<file path="src/rtl/uart_rx_fifo_pkg.sv">
// ---------------------------------------------------------------------------
// uart_rx_fifo_pkg
//   Shared definitions for the UART link: receiver FSM state encoding,
//   8N1 framing constants and default geometry. The transmitter side can
//   import the same package so both ends agree on line levels and divisor.
//   No ports (package only).
// ---------------------------------------------------------------------------
package uart_rx_fifo_pkg;

    // Default link geometry: 16 clocks per bit, 8 data bits, 4-entry buffer
    localparam int BAUD_DIV_DEF   = 16;
    localparam int DATA_BITS_DEF  = 8;
    localparam int FIFO_DEPTH_DEF = 4;

    // 8N1 line levels: idle and stop are mark (1), start is space (0)
    localparam logic IDLE_LEVEL = 1'b1;
    localparam logic START_BIT  = 1'b0;
    localparam logic STOP_BIT   = 1'b1;

    // Receiver sequencing states
    typedef enum logic [1:0] {
        IDLE  = 2'd0,
        START = 2'd1,
        DATA  = 2'd2,
        STOP  = 2'd3
    } uart_state_e;

    // Width needed to index 0..n-1, never less than one bit
    function automatic int idxWidth(input int n);
        return (n > 1) ? $clog2(n) : 1;
    endfunction

endpackage

</file>
<file path="src/rtl/uart_rx_fifo_if.sv">
// ---------------------------------------------------------------------------
// uart_rx_fifo_if
//   Consumer-side bundle of the UART receiver: the pop handshake, the head
//   byte and the status/error strobes.
//   master : receiver side  (drives dout, rd_rdy, frame_err, overrun, busy)
//   slave  : consumer side  (drives rd_en)
//   Signals:
//     rd_en      pop request from consumer
//     dout       FIFO head byte, meaningful while rd_rdy=1
//     rd_rdy     FIFO non-empty
//     frame_err  one-cycle pulse, bad stop bit, byte dropped
//     overrun    one-cycle pulse, byte arrived with FIFO full, byte dropped
//     busy       receiver is inside a character
// ---------------------------------------------------------------------------
interface uart_rx_fifo_if #(
    parameter int DATA_BITS = 8
) ();

    logic                 rd_en;
    logic [DATA_BITS-1:0] dout;
    logic                 rd_rdy;
    logic                 frame_err;
    logic                 overrun;
    logic                 busy;

    modport master (
        input  rd_en,
        output dout,
        output rd_rdy,
        output frame_err,
        output overrun,
        output busy
    );

    modport slave (
        output rd_en,
        input  dout,
        input  rd_rdy,
        input  frame_err,
        input  overrun,
        input  busy
    );

endinterface

</file>
<file path="src/rtl/uart_rx_fifo_sync_fifo.sv">
// ---------------------------------------------------------------------------
// sync_fifo
//   Single-clock first-word-fall-through FIFO. The head entry is always
//   presented on dout_o; a pop simply advances the read pointer. Usable on
//   either side of the UART.
//   Ports:
//     clk      in   system clock, rising edge
//     rst_n    in   synchronous reset, active-low (pointers only)
//     push_i   in   write din_i this edge (accepted if not full, or if a pop
//                   frees a slot in the same edge)
//     pop_i    in   drop head entry this edge (ignored while empty)
//     din_i    in   write data
//     dout_o   out  head entry, forced to 0 while empty
//     empty_o  out  no entries
//     full_o   out  DEPTH entries
// ---------------------------------------------------------------------------
module sync_fifo #(
    parameter int WIDTH = 8,
    parameter int DEPTH = 4
) (
    input  logic             clk,
    input  logic             rst_n,
    input  logic             push_i,
    input  logic             pop_i,
    input  logic [WIDTH-1:0] din_i,
    output logic [WIDTH-1:0] dout_o,
    output logic             empty_o,
    output logic             full_o
);

    localparam int AW = (DEPTH > 1) ? $clog2(DEPTH) : 1;
    localparam logic [AW:0] PTR_ONE = {{AW{1'b0}}, 1'b1};

    logic [WIDTH-1:0] mem_q [DEPTH];
    logic [AW:0]      wrPtr_q;
    logic [AW:0]      rdPtr_q;
    logic             doPush;
    logic             doPop;

    // Pointers carry one extra wrap bit so that full and empty are both
    // distinguishable without a separate occupancy counter. A push into a
    // full FIFO is still legal when a pop frees the head slot in the same
    // edge; a pop of an empty FIFO is simply ignored.
    always_comb begin
        empty_o = (wrPtr_q == rdPtr_q);
        full_o  = (wrPtr_q[AW] != rdPtr_q[AW]) &&
                  (wrPtr_q[AW-1:0] == rdPtr_q[AW-1:0]);
        doPop   = pop_i && !empty_o;
        doPush  = push_i && (!full_o || doPop);
        dout_o  = empty_o ? '0 : mem_q[rdPtr_q[AW-1:0]];
    end

    // Pointer update; reset empties the buffer without touching storage
    always_ff @(posedge clk) begin
        if (!rst_n) begin
            wrPtr_q <= '0;
            rdPtr_q <= '0;
        end else begin
            if (doPush) begin
                wrPtr_q <= wrPtr_q + PTR_ONE;
            end
            if (doPop) begin
                rdPtr_q <= rdPtr_q + PTR_ONE;
            end
        end
    end

    // Storage array has no reset; stale contents are never exposed because
    // dout_o is masked while empty
    always_ff @(posedge clk) begin
        if (doPush) begin
            mem_q[wrPtr_q[AW-1:0]] <= din_i;
        end
    end

endmodule

</file>
<file path="src/rtl/uart_rx_fifo.sv">
// ---------------------------------------------------------------------------
// uart_rx_fifo
//   UART 8N1 receiver with a small receive buffer. The asynchronous serial
//   line is synchronised, start bits are detected on a falling edge and
//   verified at mid-bit, data bits are sampled mid-bit LSB first, and the
//   stop bit decides whether the byte is buffered, dropped as an overrun,
//   or dropped as a framing error.
//   Ports:
//     clk    in   system clock, rising edge
//     rst_n  in   synchronous reset, active-low
//     rx_i   in   asynchronous serial input, idle high
//     bus    master modport of uart_rx_fifo_if:
//              rd_en (in), dout, rd_rdy, frame_err, overrun, busy (out)
// ---------------------------------------------------------------------------
module uart_rx_fifo
    import uart_rx_fifo_pkg::*;
#(
    parameter int BAUD_DIV   = BAUD_DIV_DEF,
    parameter int DATA_BITS  = DATA_BITS_DEF,
    parameter int FIFO_DEPTH = FIFO_DEPTH_DEF
) (
    input  logic            clk,
    input  logic            rst_n,
    input  logic            rx_i,
    uart_rx_fifo_if.master  bus
);

    localparam int CNT_W = idxWidth(BAUD_DIV);
    localparam int IDX_W = idxWidth(DATA_BITS);

    localparam logic [CNT_W-1:0] CNT_ONE  = CNT_W'(1);
    localparam logic [CNT_W-1:0] HALF_CNT = CNT_W'(BAUD_DIV / 2 - 1);
    localparam logic [CNT_W-1:0] LAST_CNT = CNT_W'(BAUD_DIV - 1);
    localparam logic [IDX_W-1:0] IDX_ONE  = IDX_W'(1);
    localparam logic [IDX_W-1:0] LAST_IDX = IDX_W'(DATA_BITS - 1);

    // Synchroniser and edge detect
    logic                 sync1_q;
    logic                 rxs_q;
    logic                 rxsDly_q;
    logic                 rxsFall;

    // Sequencer state
    uart_state_e          state_q;
    logic [CNT_W-1:0]     cnt_q;
    logic [IDX_W-1:0]     idx_q;
    logic [DATA_BITS-1:0] shift_q;
    logic                 frameErr_q;
    logic                 overrun_q;
    logic                 busy_q;

    // Buffer interface
    logic                 stopSample;
    logic                 stopGood;
    logic                 popReq;
    logic                 pushReq;
    logic                 overrunNow;
    logic                 frameErrNow;
    logic [DATA_BITS-1:0] fifoDout;
    logic                 fifoEmpty;
    logic                 fifoFull;

    // Two-flop synchroniser on the raw line plus one extra delay stage for
    // edge detection. All three flops come out of reset at the idle level
    // so that reset itself never looks like a start-bit edge.
    always_ff @(posedge clk) begin
        if (!rst_n) begin
            sync1_q  <= IDLE_LEVEL;
            rxs_q    <= IDLE_LEVEL;
            rxsDly_q <= IDLE_LEVEL;
        end else begin
            sync1_q  <= rx_i;
            rxs_q    <= sync1_q;
            rxsDly_q <= rxs_q;
        end
    end

    // Decisions taken at the stop-bit sample point. The push has to be
    // combinational so the byte lands in the buffer on the sample edge
    // itself; a pop in that same edge frees room, which is why a full
    // buffer being drained does not count as an overrun.
    always_comb begin
        rxsFall     = rxsDly_q && !rxs_q;
        stopSample  = (state_q == STOP) && (cnt_q == LAST_CNT);
        stopGood    = (rxs_q == STOP_BIT);
        popReq      = bus.rd_en && !fifoEmpty;
        pushReq     = stopSample && stopGood && (!fifoFull || popReq);
        overrunNow  = stopSample && stopGood && fifoFull && !popReq;
        frameErrNow = stopSample && !stopGood;
    end

    // Receive sequencer. START checks the line half a bit after the edge,
    // which then places every later sample at mid-bit. STOP returns to IDLE
    // at mid stop bit, so the receiver is re-armed half a bit early and a
    // start bit that follows immediately is still caught. Because IDLE only
    // leaves on a falling edge, a held-low break raises one framing error
    // and then waits for the line to go high and low again. Error strobes
    // default low every cycle so each one is a single-cycle pulse.
    always_ff @(posedge clk) begin
        if (!rst_n) begin
            state_q    <= IDLE;
            cnt_q      <= '0;
            idx_q      <= '0;
            shift_q    <= '0;
            frameErr_q <= 1'b0;
            overrun_q  <= 1'b0;
            busy_q     <= 1'b0;
        end else begin
            frameErr_q <= 1'b0;
            overrun_q  <= 1'b0;
            case (state_q)
                IDLE: begin
                    if (rxsFall) begin
                        state_q <= START;
                        cnt_q   <= '0;
                        busy_q  <= 1'b1;
                    end
                end
                START: begin
                    if (cnt_q == HALF_CNT) begin
                        cnt_q <= '0;
                        if (rxs_q == START_BIT) begin
                            state_q <= DATA;
                            idx_q   <= '0;
                        end else begin
                            state_q <= IDLE;
                            busy_q  <= 1'b0;
                        end
                    end else begin
                        cnt_q <= cnt_q + CNT_ONE;
                    end
                end
                DATA: begin
                    if (cnt_q == LAST_CNT) begin
                        cnt_q   <= '0;
                        shift_q <= {rxs_q, shift_q[DATA_BITS-1:1]};
                        if (idx_q == LAST_IDX) begin
                            state_q <= STOP;
                        end else begin
                            idx_q <= idx_q + IDX_ONE;
                        end
                    end else begin
                        cnt_q <= cnt_q + CNT_ONE;
                    end
                end
                STOP: begin
                    if (cnt_q == LAST_CNT) begin
                        cnt_q      <= '0;
                        state_q    <= IDLE;
                        busy_q     <= 1'b0;
                        frameErr_q <= frameErrNow;
                        overrun_q  <= overrunNow;
                    end else begin
                        cnt_q <= cnt_q + CNT_ONE;
                    end
                end
                default: begin
                    state_q <= IDLE;
                    cnt_q   <= '0;
                    busy_q  <= 1'b0;
                end
            endcase
        end
    end

    sync_fifo #(
        .WIDTH (DATA_BITS),
        .DEPTH (FIFO_DEPTH)
    ) u_fifo (
        .clk     (clk),
        .rst_n   (rst_n),
        .push_i  (pushReq),
        .pop_i   (popReq),
        .din_i   (shift_q),
        .dout_o  (fifoDout),
        .empty_o (fifoEmpty),
        .full_o  (fifoFull)
    );

    // Consumer-facing outputs
    assign bus.dout      = fifoDout;
    assign bus.rd_rdy    = !fifoEmpty;
    assign bus.frame_err = frameErr_q;
    assign bus.overrun   = overrun_q;
    assign bus.busy      = busy_q;

endmodule

</file>
<file path="src/flat_wrapper.sv">
// flat-port wrapper written by rule: the top's interface ports become plain ports
module uart_rx_fifo_flat import uart_rx_fifo_pkg::*;
#(
    parameter int BAUD_DIV   = BAUD_DIV_DEF,
    parameter int DATA_BITS  = DATA_BITS_DEF,
    parameter int FIFO_DEPTH = FIFO_DEPTH_DEF
)
  (clk, rst_n, rx_i, bus_rd_en, bus_dout, bus_rd_rdy, bus_frame_err, bus_overrun, bus_busy);
  uart_rx_fifo_if #(.DATA_BITS(DATA_BITS)) bus_i ();
  input  logic clk;
  input  logic rst_n;
  input  logic rx_i;
  input wire logic [$bits(bus_i.rd_en)-1:0] bus_rd_en;
  output wire logic [$bits(bus_i.dout)-1:0] bus_dout;
  output wire logic [$bits(bus_i.rd_rdy)-1:0] bus_rd_rdy;
  output wire logic [$bits(bus_i.frame_err)-1:0] bus_frame_err;
  output wire logic [$bits(bus_i.overrun)-1:0] bus_overrun;
  output wire logic [$bits(bus_i.busy)-1:0] bus_busy;
  assign bus_i.rd_en = bus_rd_en;
  assign bus_dout = bus_i.dout;
  assign bus_rd_rdy = bus_i.rd_rdy;
  assign bus_frame_err = bus_i.frame_err;
  assign bus_overrun = bus_i.overrun;
  assign bus_busy = bus_i.busy;
  uart_rx_fifo #(.BAUD_DIV(BAUD_DIV), .DATA_BITS(DATA_BITS), .FIFO_DEPTH(FIFO_DEPTH)) u_core (.clk(clk), .rst_n(rst_n), .rx_i(rx_i), .bus(bus_i));
endmodule
</file>
<file path="config.mk">
export PLATFORM = sky130hd
export DESIGN_NAME = uart_rx_fifo_flat
export DESIGN_NICKNAME = d
export VERILOG_FILES = /design/src/rtl/uart_rx_fifo_pkg.sv /design/src/rtl/uart_rx_fifo_if.sv /design/src/rtl/uart_rx_fifo_sync_fifo.sv /design/src/rtl/uart_rx_fifo.sv /design/src/flat_wrapper.sv
export SDC_FILE = /design/constraint.sdc
export NUM_CORES = 1
export LEC_CHECK = 0
export ABC_AREA = 1
export CAP_MARGIN = 20
export CORE_MARGIN = 5
export CORE_UTILIZATION = 51
export DETAILED_ROUTE_END_ITERATION = 6
export PLACE_DENSITY_LB_ADDON = 0.08
export RECOVER_POWER = 50
export SYNTH_ARGS = -nofsm -noshare
export SYNTH_HDL_FRONTEND = slang
export SYNTH_SLANG_ARGS = --single-unit
</file>
<file path="constraint.sdc">
create_clock -name clk -period 2.92 [get_ports clk]
set_clock_uncertainty 0.2 [all_clocks]
set_input_delay 0.584 -clock clk [delete_from_list [all_inputs] [get_ports clk]]
set_output_delay 0.584 -clock clk [all_outputs]
set_load 0.01 [all_outputs]
</file>
# Yosys cells after proc, flatten, opt, wreduce, memory -nomap -nowiden
# Memory sizes are Yosys's and may differ from the RTL's. A register that Yosys moved wholly into a read port is not among the register bits.
# Index checks and enable logic that the tools add are counted.
dict set report classes {
  add_sub_neg 4
  multipliers 0
  div 0
  order_cmp 0
  eq_ne 17
  shift 0
  mux 26
  bitwise 0
  n_reduce_logical 26
}
# cell count
set op_table {}
lappend op_table {{2-bit two-way mux} 8}
lappend op_table {{5-bit AND reduction} 3}
lappend op_table {{3-bit two-way mux} 4}
lappend op_table {{4-bit two-way mux} 3}
lappend op_table {{4-bit one-hot mux with 3 select lines} 1}
lappend op_table {{1-bit logical AND} 11}
lappend op_table {{2-bit by 1-bit != test with 1-bit output (second input constant)} 5}
lappend op_table {{3-bit by 1-bit adder with 3-bit output (second input constant)} 3}
lappend op_table {{8-bit two-way mux} 1}
lappend op_table {{2-bit one-hot mux with 4 select lines} 1}
lappend op_table {{1-bit two-way mux} 6}
lappend op_table {{2-bit != test (second input constant)} 3}
lappend op_table {{3-bit one-hot mux with 2 select lines} 1}
lappend op_table {{4-bit by 1-bit adder with 4-bit output (second input constant)} 1}
lappend op_table {{2-bit equality test (second input constant)} 2}
lappend op_table {{4-bit by 3-bit equality test with 1-bit output (second input constant)} 1}
lappend op_table {{4-bit equality test (second input constant)} 1}
lappend op_table {{1-bit logical NOT} 4}
lappend op_table {{3-bit equality test} 1}
lappend op_table {{3-bit equality test (second input constant)} 1}
lappend op_table {{1-bit one-hot mux with 3 select lines} 1}
lappend op_table {{3-bit AND reduction} 1}
lappend op_table {{3-bit nonzero test} 1}
lappend op_table {{2-bit by 1-bit equality test with 1-bit output (second input constant)} 1}
lappend op_table {{other kinds (7)} 8}
dict set report totals {
  ff_bits 29
  latchBits 0
  ram_bits 32
  romBits 0
  in_bits 4
  out_inout_bits 12
  word_cells 86
  memories 1
}
# memory depth word_bits rd rd_clocked_by_memory_dff wr line_no
set memory_table {}
lappend memory_table {u_core.u_fifo.mem_q 4 8 1 1 1 uart_rx_fifo_sync_fifo.sv:34} ;# logic [WIDTH-1:0] mem_q [DEPTH];

# Logic depth before layout (Yosys ltp)
# Gate-level depths: netlist of run 1.
dict set report depth {
  word_depth 8
  ltp_mapped 9
  mapped_depth_nobuf 9
}

# Modules after synthesis
# A second synthesis of run 1 with hierarchy kept.
dict set report hier_totals {
  cells_unflattened 293
  area_unflattened_um2 2752.6
}
# module n_inst cells_each area_per_inst_um2 seq_area_each_um2
set by_module_without_submodules {}
lappend by_module_without_submodules {sync_fifo 1 160 1737.9 1121.1}
lappend by_module_without_submodules {uart_rx_fifo 1 133 1014.7 460.4}

# Least setup slack after synthesis of run 1
# No wires, ideal clock.
dict set report synth_timing {
  kind {register to register}
  from {reg u_core.cnt_q[0]}
  to {mem u_core.u_fifo.mem_q[0][0], enable pin}
  setup_time_ns 0.371
  arrival_time_ns 1.448
  t_required_ns 2.349
  slack_ns 0.902
  stages_incl_launch_ff 8
  path_buffers 0
  synth_period_minus_slack_ns 2.018
  path_cell_list {dfxtp_1 ha_1 nand3_1 inv_2 nand2_1 nor2_2 nand2_2 nor2_1}
}
dict set report synth_between {
  elab_chain_len 7
}
# item line_no
set synth_lines {}
lappend synth_lines {{from (decl)} uart_rx_fifo.sv:45} ;# logic [CNT_W-1:0] cnt_q;
lappend synth_lines {{from (signal assigned)} uart_rx_fifo.sv:130} ;# cnt_q <= cnt_q + CNT_ONE;
lappend synth_lines {{from (signal assigned)} uart_rx_fifo.sv:143} ;# cnt_q <= cnt_q + CNT_ONE;
lappend synth_lines {{from (signal assigned)} uart_rx_fifo.sv:154} ;# cnt_q <= cnt_q + CNT_ONE;
lappend synth_lines {{4-bit equality test} uart_rx_fifo.sv:84} ;# stopSample = (state_q == STOP) && (cnt_q == LAST_CNT);
lappend synth_lines {{1-bit logical AND} uart_rx_fifo.sv:84}
lappend synth_lines {{1-bit logical AND (2 in a row)} uart_rx_fifo.sv:87} ;# pushReq = stopSample && stopGood && (!fifoFull || popReq);
lappend synth_lines {{1-bit logical AND} uart_rx_fifo_sync_fifo.sv:49} ;# doPush = push_i && (!full_o || doPop);
lappend synth_lines {{1-bit two-way mux} uart_rx_fifo_sync_fifo.sv:71} ;# if (doPush) begin
lappend synth_lines {{1-bit two-way mux (implied by the code)} uart_rx_fifo_sync_fifo.sv:72} ;# mem_q[wrPtr_q[AW-1:0]] <= din_i;
lappend synth_lines {{to (decl)} uart_rx_fifo_sync_fifo.sv:34}
# No other way between the ends.

# Worst setup path after layout of run 1
dict set report layout_timing {
  from {reg u_core.u_fifo.wrPtr_q[0]}
  to {out bus_dout[3]}
}
dict set report layout_between {
  elab_chain_len 2
}
# item line_no
set layout_lines {}
lappend layout_lines {{from (decl)} uart_rx_fifo_sync_fifo.sv:35} ;# logic [AW:0] wrPtr_q;
lappend layout_lines {{from (signal assigned)} uart_rx_fifo_sync_fifo.sv:60} ;# wrPtr_q <= wrPtr_q + PTR_ONE;
lappend layout_lines {{3-bit equality test} uart_rx_fifo_sync_fifo.sv:45} ;# empty_o = (wrPtr_q == rdPtr_q);
lappend layout_lines {{8-bit two-way mux} uart_rx_fifo_sync_fifo.sv:50} ;# dout_o = empty_o ? '0 : mem_q[rdPtr_q[AW-1:0]];
lappend layout_lines {{to (decl)} flat_wrapper.sv:14} ;# output wire logic [$bits(bus_i.dout)-1:0] bus_dout;
# No other way between the ends.

==> qor.txt, run 1 <==
Seq cells post-synth - 63
Global placer's final weighted congestion - 0.799
Via count - 1927
Critical Path RT - 2.14 ns
CTS Buf Count - 9
Minimum clock period after layout - 2.78 ns
Core ar. - 5070 µm²
Power Total - 0.00180 W
Vias per inst - 4.97
# IOs - 16
Vias in the first global route - 1800
Final #Nets - 325
Most frequent cells in the layout - nor2_1, nand2_1, inv_1, edfxtp_1, dfxtp_1
Overall Global Routing Usage - 16.7%
Synth Warn # - 0
Max Clock Freq - 0.360 GHz
Leakage power - 1.33 nW
Cells after Synth - 288
Final Hold Fails - 0
Hold Path Class - flop to flop
CP endpoint kind - output pin
Total congestion overflow - 0
Max-slew headroom - 61.4%
Post-synth cell types - 22
Die Ht - 82.2 µm
Initial Util - 52.3%
Mapped Nets - 300
CTS tree - done
Peak VDD IR - 526 µV
# rows - 26
Tightest Pin Transition - 0.578 ns
Post-DP HPWL - 3200 µm
Post-Syn Area - 2660 µm²
Area Overhead vs Synth - 17.2%
CP Class - flop to output pin
CP max stage cell - clkdlybuf4s50_1
Max incr delay on CP - 0.47 ns
Synth top area cells - edfxtp_1, dfxtp_1, nor2_1, nand2_1, inv_1
DRC violations left - 0
First-pass GRT wire length - 8330 µm
Initial antenna violation count - 0
Chip Width - 82.2 µm
Ordered cell list for the critical path - inv_1 -> nand2_1 -> nand2_1 -> nor2_1 -> nand2_4 -> nand2_1 -> inv_1 -> clkdlybuf4s50_1
Cell seen most often among critical-path stages - nand2_1
Commonest non-fill, non-tap cell in the layout - nor2_1
Clock Latency Late Sink - 0.33 ns
Drt first pass iters - 4
Total Wirelength - 4950 µm
Crit path max-delay family - simple AND/OR/NAND/NOR gates
Pwr Density - 579 nW/µm²
Max-Cap Viols - 0
Sequential share of the synthesized area - 59.6%
Full die area - 6750 µm²
Clk pin slew, worst setup/hold paths - 0.07 ns
N_diodes - 0
Worst setup SP type - flop
Layout cells sized above 1 - 10.1%
Clk sinks - 63
Fin. max-slew vios - 0
Critical path fanouts, max - 11
DRT iter0 DRCs - 119
Clock Path Buffers - 2
Hold Buf Count CTS - 0
Mean post-synth cell area - 9.22 µm²
Post-synth top area share - 36.2%
CTS root buf - clkbuf_8
Pre-CTS setup slack - 0.411 ns
Area leader, netlist - edfxtp_1
Outcome - complete, no violations
Pin count of the biggest net entering global routing - 17
PortBufs - 15
CP arrival - 1.99 ns
Avg WL per Cell - 12.8 µm
Post-CTS setup buffers - 0
Setup Viol. Count Final - 0
Final Cycle Share - 95.1%
Routed Antenna Nets - 0
Worst path bufs/invs - 3
Worst setup margin - 0.142 ns
Max H-tree Level - 3
[per-layer routing]
layer | track usage [%] | vias to the layer above | part of all wire (%)
li1 | - | 998 | -
met1 | 19.7 | 894 | 46
met2 | 28.6 | 28 | 49
met3 | 4.56 | 7 | 2.9
met4 | 6.98 | 0 | 1.7
met5 | 0 | - | 0
[report_power, final]
| part | total, W | leakage [nW] | internal, W | switching, W |
|---|---|---|---|---|
| Combinational | 0.0000665 | 0.642 | 0.0000223 | 0.0000442 |
| Sequential | 0.000939 | 0.586 | 0.000929 | 0.00000978 |
| Clock | 0.000796 | 0.105 | 0.000476 | 0.000321 |
| Total | 0.00180 | 1.33 | 0.00143 | 0.000375 |
[cells by family after synthesis]
kind of cell,Yosys count,synth area share (%)
buffers and inverters,42,6.41
AOI/OAI and AO/OA,45,9.71
xor gates and xnor gates,2,0.660
DFF,63,59.6
and+or+nand+nor,128,19.9
adders and majority gates,8,3.77
[area by class of cell]
type / instances / area, µm²
clock buffer: 11 / 131
sequential: 63 / 1580
multi-input combinational: 183 / 908
clock inverter: 5 / 73.8
fill: 478 / 1960
timing repair buffer: 21 / 191
tap: 70 / 87.6
inverter: 35 / 136
[stage by stage]
step | setup TNS (ns) | utilization [%] | std cells | cell area, µm² | hold slack [ns]
global route | -0.183 | 61.3 | 388 | 3110 | 0.238
global placement | 0 | 57.1 | 372 | 2900 | 0.200
detailed placement | 0 | 57.1 | 372 | 2900 | 0.201
CTS | 0 | 61.2 | 388 | 3110 | 0.218
finish | 0 | 61.3 | 388 | 3110 | 0.220
floorplan | 0 | - | 288 | 2660 | 0.193
[worst paths after layout]
| kind | startpoint | to | slack [ns] | cells past startpoint |
|---|---|---|---|---|
| max | u_core.u_fifo.wrPtr_q[0]$_SDFFE_PN0P_ | bus_dout[3] | 0.14 | 8 |
| min | u_core.sync1_q$_SDFF_PN1_ | u_core.rxs_q$_SDFF_PN1_ | 0.22 | 1 |
| max reg2reg | u_core.cnt_q[0]$_SDFFE_PN0P_ | u_core.u_fifo.mem_q[1][3]$_DFFE_PP_ | 0.81 | 8 |
| min reg2reg | u_core.sync1_q$_SDFF_PN1_ | u_core.rxs_q$_SDFF_PN1_ | 0.22 | 1 |
[synth_stat cells]
cell / instances
a21oi_1: 14
buf_2: 3
buf_6: 1
clkbuf_1: 3
clkinv_2: 1
dfxtp_1: 31
edfxtp_1: 32
ha_1: 8
inv_1: 33
inv_2: 1
nand2_1: 47
nand2_2: 5
nand3_1: 12
nand4_1: 2
nor2_1: 56
nor2_2: 3
nor4_1: 1
o211ai_1: 1
o21ai_0: 22
o32ai_1: 8
or2_2: 2
xor2_1: 2
[flip-flops by register name, indices dropped and copies added, names as in the netlist, named ones only]
name / cells
u_core.bus.busy: 1
u_core.bus.frame_err: 1
u_core.bus.overrun: 1
u_core.cnt_q: 4
u_core.idx_q: 3
u_core.rxsDly_q: 1
u_core.rxs_q: 1
u_core.shift_q: 8
u_core.state_q: 1
u_core.sync1_q: 1
u_core.u_fifo.mem_q: 32
u_core.u_fifo.rdPtr_q: 3
u_core.u_fifo.wrPtr_q: 3
[repair_timing]
action	in CTS	in global routing
endpoints found under the setup margin	0	9
resized for setup	0	4
hold endpoints to repair	0	0
(Power assumes the default switching activity.)
==> inputs of run 2 (changes only) <==
--- a/config.mk
+++ b/config.mk
@@ -10,8 +10,10 @@
 export CORE_MARGIN = 5
 export CORE_UTILIZATION = 51
 export DETAILED_ROUTE_END_ITERATION = 6
+export HOLD_SLACK_MARGIN = 0.05
 export PLACE_DENSITY_LB_ADDON = 0.08
 export RECOVER_POWER = 50
+export SETUP_SLACK_MARGIN = 0.02
 export SYNTH_ARGS = -nofsm -noshare
 export SYNTH_HDL_FRONTEND = slang
 export SYNTH_SLANG_ARGS = --single-unit
==> run 2 against run 1 <==
Effect of this change: cell area stayed put; register-to-register slack about the same; core utilization did not move; sequential power hardly changed; setup slack improved by 0.011 ns; cell count unchanged.
==> qor.txt, run 2 (same netlist as run 1, synthesis figures left out) <==
Via count - 1923 (was 1927)
Layout cells sized above 1 - 10.1% (unchanged)
Post-DP HPWL - 3200 µm (unchanged)
Fin. max-slew vios - 0 (unchanged)
Most frequent cells in the layout - nor2_1, nand2_1, inv_1, edfxtp_1, dfxtp_1 (unchanged)
Max-slew headroom - 62.0% (was 61.4%)
Max H-tree Level - 3 (unchanged)
Setup Viol. Count Final - 0 (unchanged)
Pin count of the biggest net entering global routing - 17 (unchanged)
Max Clock Freq - 0.361 GHz (was 0.360 GHz)
Hold Path Class - flop to flop (unchanged)
Drt first pass iters - 4 (unchanged)
CP Class - flop to output pin (unchanged)
Area Overhead vs Synth - 17.2% (unchanged)
Initial antenna violation count - 0 (unchanged)
Overall Global Routing Usage - 16.7% (unchanged)
Leakage power - 1.33 nW (unchanged)
# IOs - 16 (unchanged)
# rows - 26 (unchanged)
N_diodes - 0 (unchanged)
Inst Count DP - 372 (unchanged)
DRT iter0 DRCs - 122 (was 119)
Tightest Pin Transition - 0.569 ns (was 0.578 ns)
Critical path fanouts, max - 11 (unchanged)
Initial Util - 52.3% (unchanged)
Register-to-Register Setup Slack - 0.81 ns (about the same)
Pre-CTS setup slack - 0.411 ns (unchanged)
Die Ht - 82.2 µm (unchanged)
Critical Path RT - 2.14 ns (about the same)
Minimum clock period after layout - 2.77 ns (was 2.78 ns)
Clock Latency Late Sink - 0.33 ns (about the same)
Outcome - complete, no violations (unchanged)
DRC violations left - 0 (unchanged)
Cell seen most often among critical-path stages - nand2_1 (unchanged)
Ordered cell list for the critical path - inv_1 -> nand2_1 -> nand2_1 -> nor2_1 -> nand2_4 -> nand2_1 -> inv_1 -> clkdlybuf4s50_1 (unchanged)
CP max stage cell - clkdlybuf4s50_1 (unchanged)
Power Total - 0.00180 W (about the same)
Clk pin slew, worst setup/hold paths - 0.07 ns (about the same)
Global placer's final weighted congestion - 0.799 (unchanged)
Clk sinks - 63 (unchanged)
CP endpoint kind - output pin (unchanged)
Total Wirelength - 4940 µm (was 4950 µm)
Full die area - 6750 µm² (unchanged)
Final #Nets - 325 (unchanged)
CTS Buf Count - 9 (unchanged)
Vias in the first global route - 1800 (unchanged)
Commonest non-fill, non-tap cell in the layout - nor2_1 (unchanged)
Worst setup margin - 0.153 ns (was 0.142 ns)
Design area - 3110 µm² (unchanged)
CTS tree - done (unchanged)
Vias per inst - 4.96 (was 4.97)
Total congestion overflow - 0 (unchanged)
Routed Antenna Nets - 0 (unchanged)
Chip Width - 82.2 µm (unchanged)
Max incr delay on CP - 0.47 ns (about the same)
Number of flip-flops in the largest register - 32 (unchanged)
Area after DPL - 2900 µm² (unchanged)
Util after Layout - 61.3% (unchanged)
Peak VDD IR - 526 µV (about the same)
CP arrival - 1.98 ns (was 1.99 ns)
Final Cycle Share - 94.8% (was 95.1%)
PortBufs - 15 (unchanged)
First-pass GRT wire length - 8330 µm (unchanged)
Final Hold Fails - 0 (unchanged)
Hold Buf Count CTS - 0 (unchanged)
Core ar. - 5070 µm² (unchanged)
Worst setup SP type - flop (unchanged)
Max-Cap Viols - 0 (unchanged)
Clock Path Buffers - 2 (unchanged)
CTS root buf - clkbuf_8 (unchanged)
Final Non-Filler Cells - 388 (unchanged)
Pwr Density - 579 nW/µm² (about the same)
Avg WL per Cell - 12.7 µm (was 12.8 µm)
[run 2: cell counts in the layout (fill, tap and decap cells not counted)]
Identical to the previous run, type by type.
[run 2: timing repair]
item,in CTS,in global routing
gates resized for setup,1,3
endpoints found under the setup margin,1,8
setup buffers,0,0
[run 2: critical path, delay by kind of cell (launching register included)]
kind                   cells  cell delay, ns
DFF                        1            0.39
buffers and inverters      3            0.62
and+or+nand+nor            5            0.64
[run 2: worst paths after layout]
path / startpoint / end / cells past startpoint
worst max-delay path: u_core.u_fifo.wrPtr_q[0]$_SDFFE_PN0P_ / bus_dout[3] / 8
worst min-delay path: u_core.sync1_q$_SDFF_PN1_ / u_core.rxs_q$_SDFF_PN1_ / 1
worst max register to register: u_core.cnt_q[0]$_SDFFE_PN0P_ / u_core.u_fifo.mem_q[1][3]$_DFFE_PP_ / 8
worst min register to register: u_core.sync1_q$_SDFF_PN1_ / u_core.rxs_q$_SDFF_PN1_ / 1
[run 2: where the power goes]
part	internal, W	switching, W
clock	0.000476	0.000321
sequential	0.000929	0.00000978
combinational	0.0000223	0.0000439
[run 2: stage by stage]
stage	setup TNS (ns)	hold WS, ns
after detailed placement	0	0.201
after floorplan	0	0.193
after CTS	0	0.218
final	0	0.221
after global placement	0	0.200
after global routing	-0.150	0.238
[run 2: final cells by class]
class                           instances  area (µm²)
Fill cell                             478        1960
Clock buffer                           11         131
Sequential cell                        63        1580
Inverter                               35         136
Tap cell                               70        87.6
Timing Repair Buffer                   21         191
Clock inverter                          5        73.8
Multi-Input combinational cell        183         908
[run 2: routing by layer]
metal  track usage [%]  vias to the layer above  part of all wire [%]
li1                  -                      998                     -
met1              19.7                      892                    46
met2              28.6                       26                    49
met3              4.56                        7                   2.9
met4              6.98                        0                   1.7
met5                 0                        -                     0
==> inputs of run 3 (changes only) <==
--- a/config.mk
+++ b/config.mk
@@ -5,11 +5,11 @@
 export SDC_FILE = /design/constraint.sdc
 export NUM_CORES = 1
 export LEC_CHECK = 0
-export ABC_AREA = 1
 export CAP_MARGIN = 20
 export CORE_MARGIN = 5
 export CORE_UTILIZATION = 51
 export DETAILED_ROUTE_END_ITERATION = 6
+export DONT_BUFFER_PORTS = 1
 export HOLD_SLACK_MARGIN = 0.05
 export PLACE_DENSITY_LB_ADDON = 0.08
 export RECOVER_POWER = 50
==> run 3 against run 2 <==
Effect of this change: cell area fell by 8.4%; core utilization shrank 4.8 points; clock-buffer cell count grew 1; maximum frequency increased by 10%; cell count is 27% lower; die area down 1.1%; global-route usage down 1.4 points; non-clock buffer count shrank 20; via count down 22%; critical endpoint is now bus_dout[2].
==> qor.txt, run 3 <==
Outcome - complete, no violations (unchanged)
Max-slew headroom - 54.1% (was 62.0%)
Max H-tree Level - 3 (unchanged)
Reg2reg path depth - 5 (was 8)
Critical Path RT - 2.14 ns (about the same)
PortBufs - 0 (was 15)
Final #Nets - 219 (was 325)
Worst setup margin - 0.404 ns (was 0.153 ns)
Grt met3 use - 4.93% (was 4.56%)
Max-Cap Viols - 0 (unchanged)
CTS Buf Count - 9 (unchanged)
Post-DP HPWL - 2960 µm (was 3200 µm)
Grt met2 use - 26.3% (was 28.6%)
Cells after Synth - 204 (was 288)
Sw Pwr - 0.000319 W (was 0.000375 W)
DRT iter0 DRCs - 78 (was 122)
CP max stage cell - dfxtp_1 (was clkdlybuf4s50_1)
Initial Util - 52.0% (was 52.3%)
Clock Latency Late Sink - 0.32 ns (was 0.33 ns)
Pwr Density - 560 nW/µm² (was 579 nW/µm²)
Comb power frac - 0.9% (was 3.7%)
Mean post-synth cell area - 12.8 µm² (was 9.22 µm²)
Main synth FF type - edfxtp_1 (unchanged)
Commonest cells in the synthesized netlist - edfxtp_1, dfxtp_1, nor2_1, mux2i_1, nand2_1 (was nor2_1, nand2_1, inv_1, edfxtp_1, dfxtp_1)
Critical path fanouts, max - 8 (was 11)
Number of flip-flops in the largest register - 32 (unchanged)
CTS root buf - clkbuf_8 (unchanged)
Post-Syn Area - 2620 µm² (was 2660 µm²)
Routed Antenna Nets - 0 (unchanged)
GRT busiest layer - met2 (unchanged)
Met1 usage in global routing - 17.6% (was 19.7%)
Crit path max-delay family - flip-flops (was simple AND/OR/NAND/NOR gates)
Total Wirelength - 4410 µm (was 4940 µm)
Final Non-Filler Cells - 282 (was 388)
Design area - 2850 µm² (was 3110 µm²)
Inst Count DP - 266 (was 372)
# IOs - 16 (unchanged)
N_diodes - 0 (unchanged)
Final Cycle Share - 86.2% (was 94.8%)
Area after DPL - 2670 µm² (was 2900 µm²)
CTS tree - done (unchanged)
Switching Share - 20.0% (was 20.8%)
Setup_tns - 0 ns (unchanged)
Area Overhead vs Synth - 8.73% (was 17.2%)
Final Hold Fails - 0 (unchanged)
Post-synth cell types - 35 (was 22)
Hold Buf Count CTS - 0 (unchanged)
Global placer's final weighted congestion - 0.857 (was 0.799)
Clk sinks - 63 (unchanged)
Unrepaired setup endpoints after global routing - false
CP endpoint kind - output pin (unchanged)
Mapped Nets - 216 (was 300)
Util after Layout - 56.5% (was 61.3%)
Clock share of power - 40.8% (was 44.2%)
Overall Global Routing Usage - 15.3% (was 16.7%)
Sequential Power Share - 58.3% (was 52.1%)
Fin. max-slew vios - 0 (unchanged)
Hold Path Class - primary input to flop (was flop to flop)
Sequential share of the synthesized area - 60.3% (was 59.6%)
Via count - 1506 (was 1923)
Clk pin slew, worst setup/hold paths - 0.06 ns (was 0.07 ns)
Minimum clock period after layout - 2.52 ns (was 2.77 ns)
Most common cell in the netlist - edfxtp_1 (was nor2_1)
CP arrival - 1.73 ns (was 1.98 ns)
Pre-CTS setup slack - 0.373 ns (was 0.411 ns)
Seq cells post-synth - 63 (unchanged)
Post-CTS setup buffers - 0 (unchanged)
Full die area - 6670 µm² (was 6750 µm²)
Max incr delay on CP - 0.65 ns (was 0.47 ns)
Clock Path Buffers - 2 (unchanged)
Chip Width - 81.7 µm (was 82.2 µm)
Total congestion overflow - 0 (unchanged)
Worst setup SP type - flop (unchanged)
Leakage power - 1.00 nW (was 1.33 nW)
Avg WL per Cell - 15.6 µm (was 12.7 µm)
Layout cells sized above 1 - 13.7% (was 10.1%)
Synth Warn # - 0 (unchanged)
DRC violations left - 0 (unchanged)
Ordered cell list for the critical path - mux4_2 -> nor2b_1 (was inv_1 -> nand2_1 -> nand2_1 -> nor2_1 -> nand2_4 -> nand2_1 -> inv_1 -> clkdlybuf4s50_1)
Vias per inst - 5.34 (was 4.96)
Tightest Pin Transition - 0.685 ns (was 0.569 ns)
# fillers - 427 (was 478)
Worst path bufs/invs - 0 (was 3)
Power Internal - 0.00128 W (was 0.00143 W)
# rows - 26 (unchanged)
Area leader, netlist - edfxtp_1 (unchanged)
Vias in the first global route - 1510 (was 1800)
Hold Crit Depth - 1 (unchanged)
Die Ht - 81.7 µm (was 82.2 µm)
Max Clock Freq - 0.397 GHz (was 0.361 GHz)
Drt first pass iters - 4 (unchanged)
Commonest non-fill, non-tap cell in the layout - edfxtp_1 (was nor2_1)
Worst path depth - 2 (was 8)
Post-CTS sizing - 1 (unchanged)
Post-synth EDFFs - 32 (unchanged)
Ys async rst share - 0% (unchanged)
Most frequent cells in the layout - edfxtp_1, dfxtp_1, nor2_1, nand2_1, mux2i_1 (was nor2_1, nand2_1, inv_1, edfxtp_1, dfxtp_1)
Core ar. - 5040 µm² (was 5070 µm²)
First-pass GRT wire length - 7460 µm (was 8330 µm)
CP Class - flop to output pin (unchanged)
Pin count of the biggest net entering global routing - 22 (was 17)
Initial antenna violation count - 0 (unchanged)
Post-synth top area share - 36.7% (was 36.2%)
Peak VDD IR - 245 µV (was 526 µV)
Synth top area cells - edfxtp_1, dfxtp_1, mux4_2, mux2i_1, ha_1 (was edfxtp_1, dfxtp_1, nor2_1, nand2_1, inv_1)
Setup Viol. Count Final - 0 (unchanged)
run 3: power groups by stage:
| stage | registers, W | clock network, W | logic, W |
|---|---|---|---|
| detailed placement | 0.000950 | 0 | 0.0000147 |
| floorplan | 0.000948 | 0 | 0.0000156 |
| global placement | 0.000950 | 0 | 0.0000142 |
| global route | 0.000931 | 0.000717 | 0.0000165 |
| finish | 0.000931 | 0.000651 | 0.0000147 |
| CTS | 0.000931 | 0.000672 | 0.0000148 |
run 3: routing by layer:
layer  part of all wire (%)  vias to the layer above
met2                     50                       25
met3                    3.7                        5
li1                       -                      745
met4                    1.1                        0
met1                     45                      731
met5                      0                        -
run 3: cell families (layout without fill, tap and decap cells):
group                    count (synthesis)  in the layout  synth area share, %
flip-flops                              63             63                 60.3
multiplexers                            21             21                 11.8
adder cells (fa/ha/maj)                  8              8                 3.82
AND/OR/NAND/NOR                         67             67                 14.1
AO/OA/AOI/OAI                           23             23                 5.39
buffers and inverters                   17             25                 2.82
XOR/XNOR                                 5              5                 1.67
run 3: per-stage QoR:
stage	hold slack, ns	total power (W)
after detailed placement	0.191	0.000965
after global placement	0.196	0.000964
final	0.136	0.00160
after global routing	0.112	0.00166
after floorplan	0.186	0.000963
after CTS	0.118	0.00162
run 3: final cells by class:
| class | count | area, µm² | area share, % |
|---|---|---|---|
| Clock buffer | 12 | 155 | 5.44 |
| Clock inverter | 4 | 20.0 | 0.702 |
| Inverter | 8 | 30.0 | 1.05 |
| Multi-Input combinational cell | 124 | 968 | 34.0 |
| Sequential cell | 63 | 1580 | 55.5 |
| Tap cell | 70 | 87.6 | 3.07 |
| Timing Repair Buffer | 1 | 7.51 | 0.263 |
run 3: path summary, 6_finish.rpt:
check / start / endpoint / slack [ns]
setup / recovery: flop / bus_dout[2] / 0.40
hold / removal: rst_n / u_core.rxs_q$_SDFF_PN1_ / 0.14
setup reg to reg: u_core.cnt_q[0]$_SDFFE_PN0P_ / u_core.u_fifo.mem_q[2][0]$_DFFE_PP_ / 0.51
hold reg to reg: u_core.sync1_q$_SDFF_PN1_ / u_core.rxs_q$_SDFF_PN1_ / 0.20
run 3: worst register-to-register path, delay by kind of cell (launching register included):
kind / cells / cell delay (ns)
DFF: 1 / 0.40
and+or+nand+nor: 4 / 1.15
adders and majority gates: 1 / 0.30
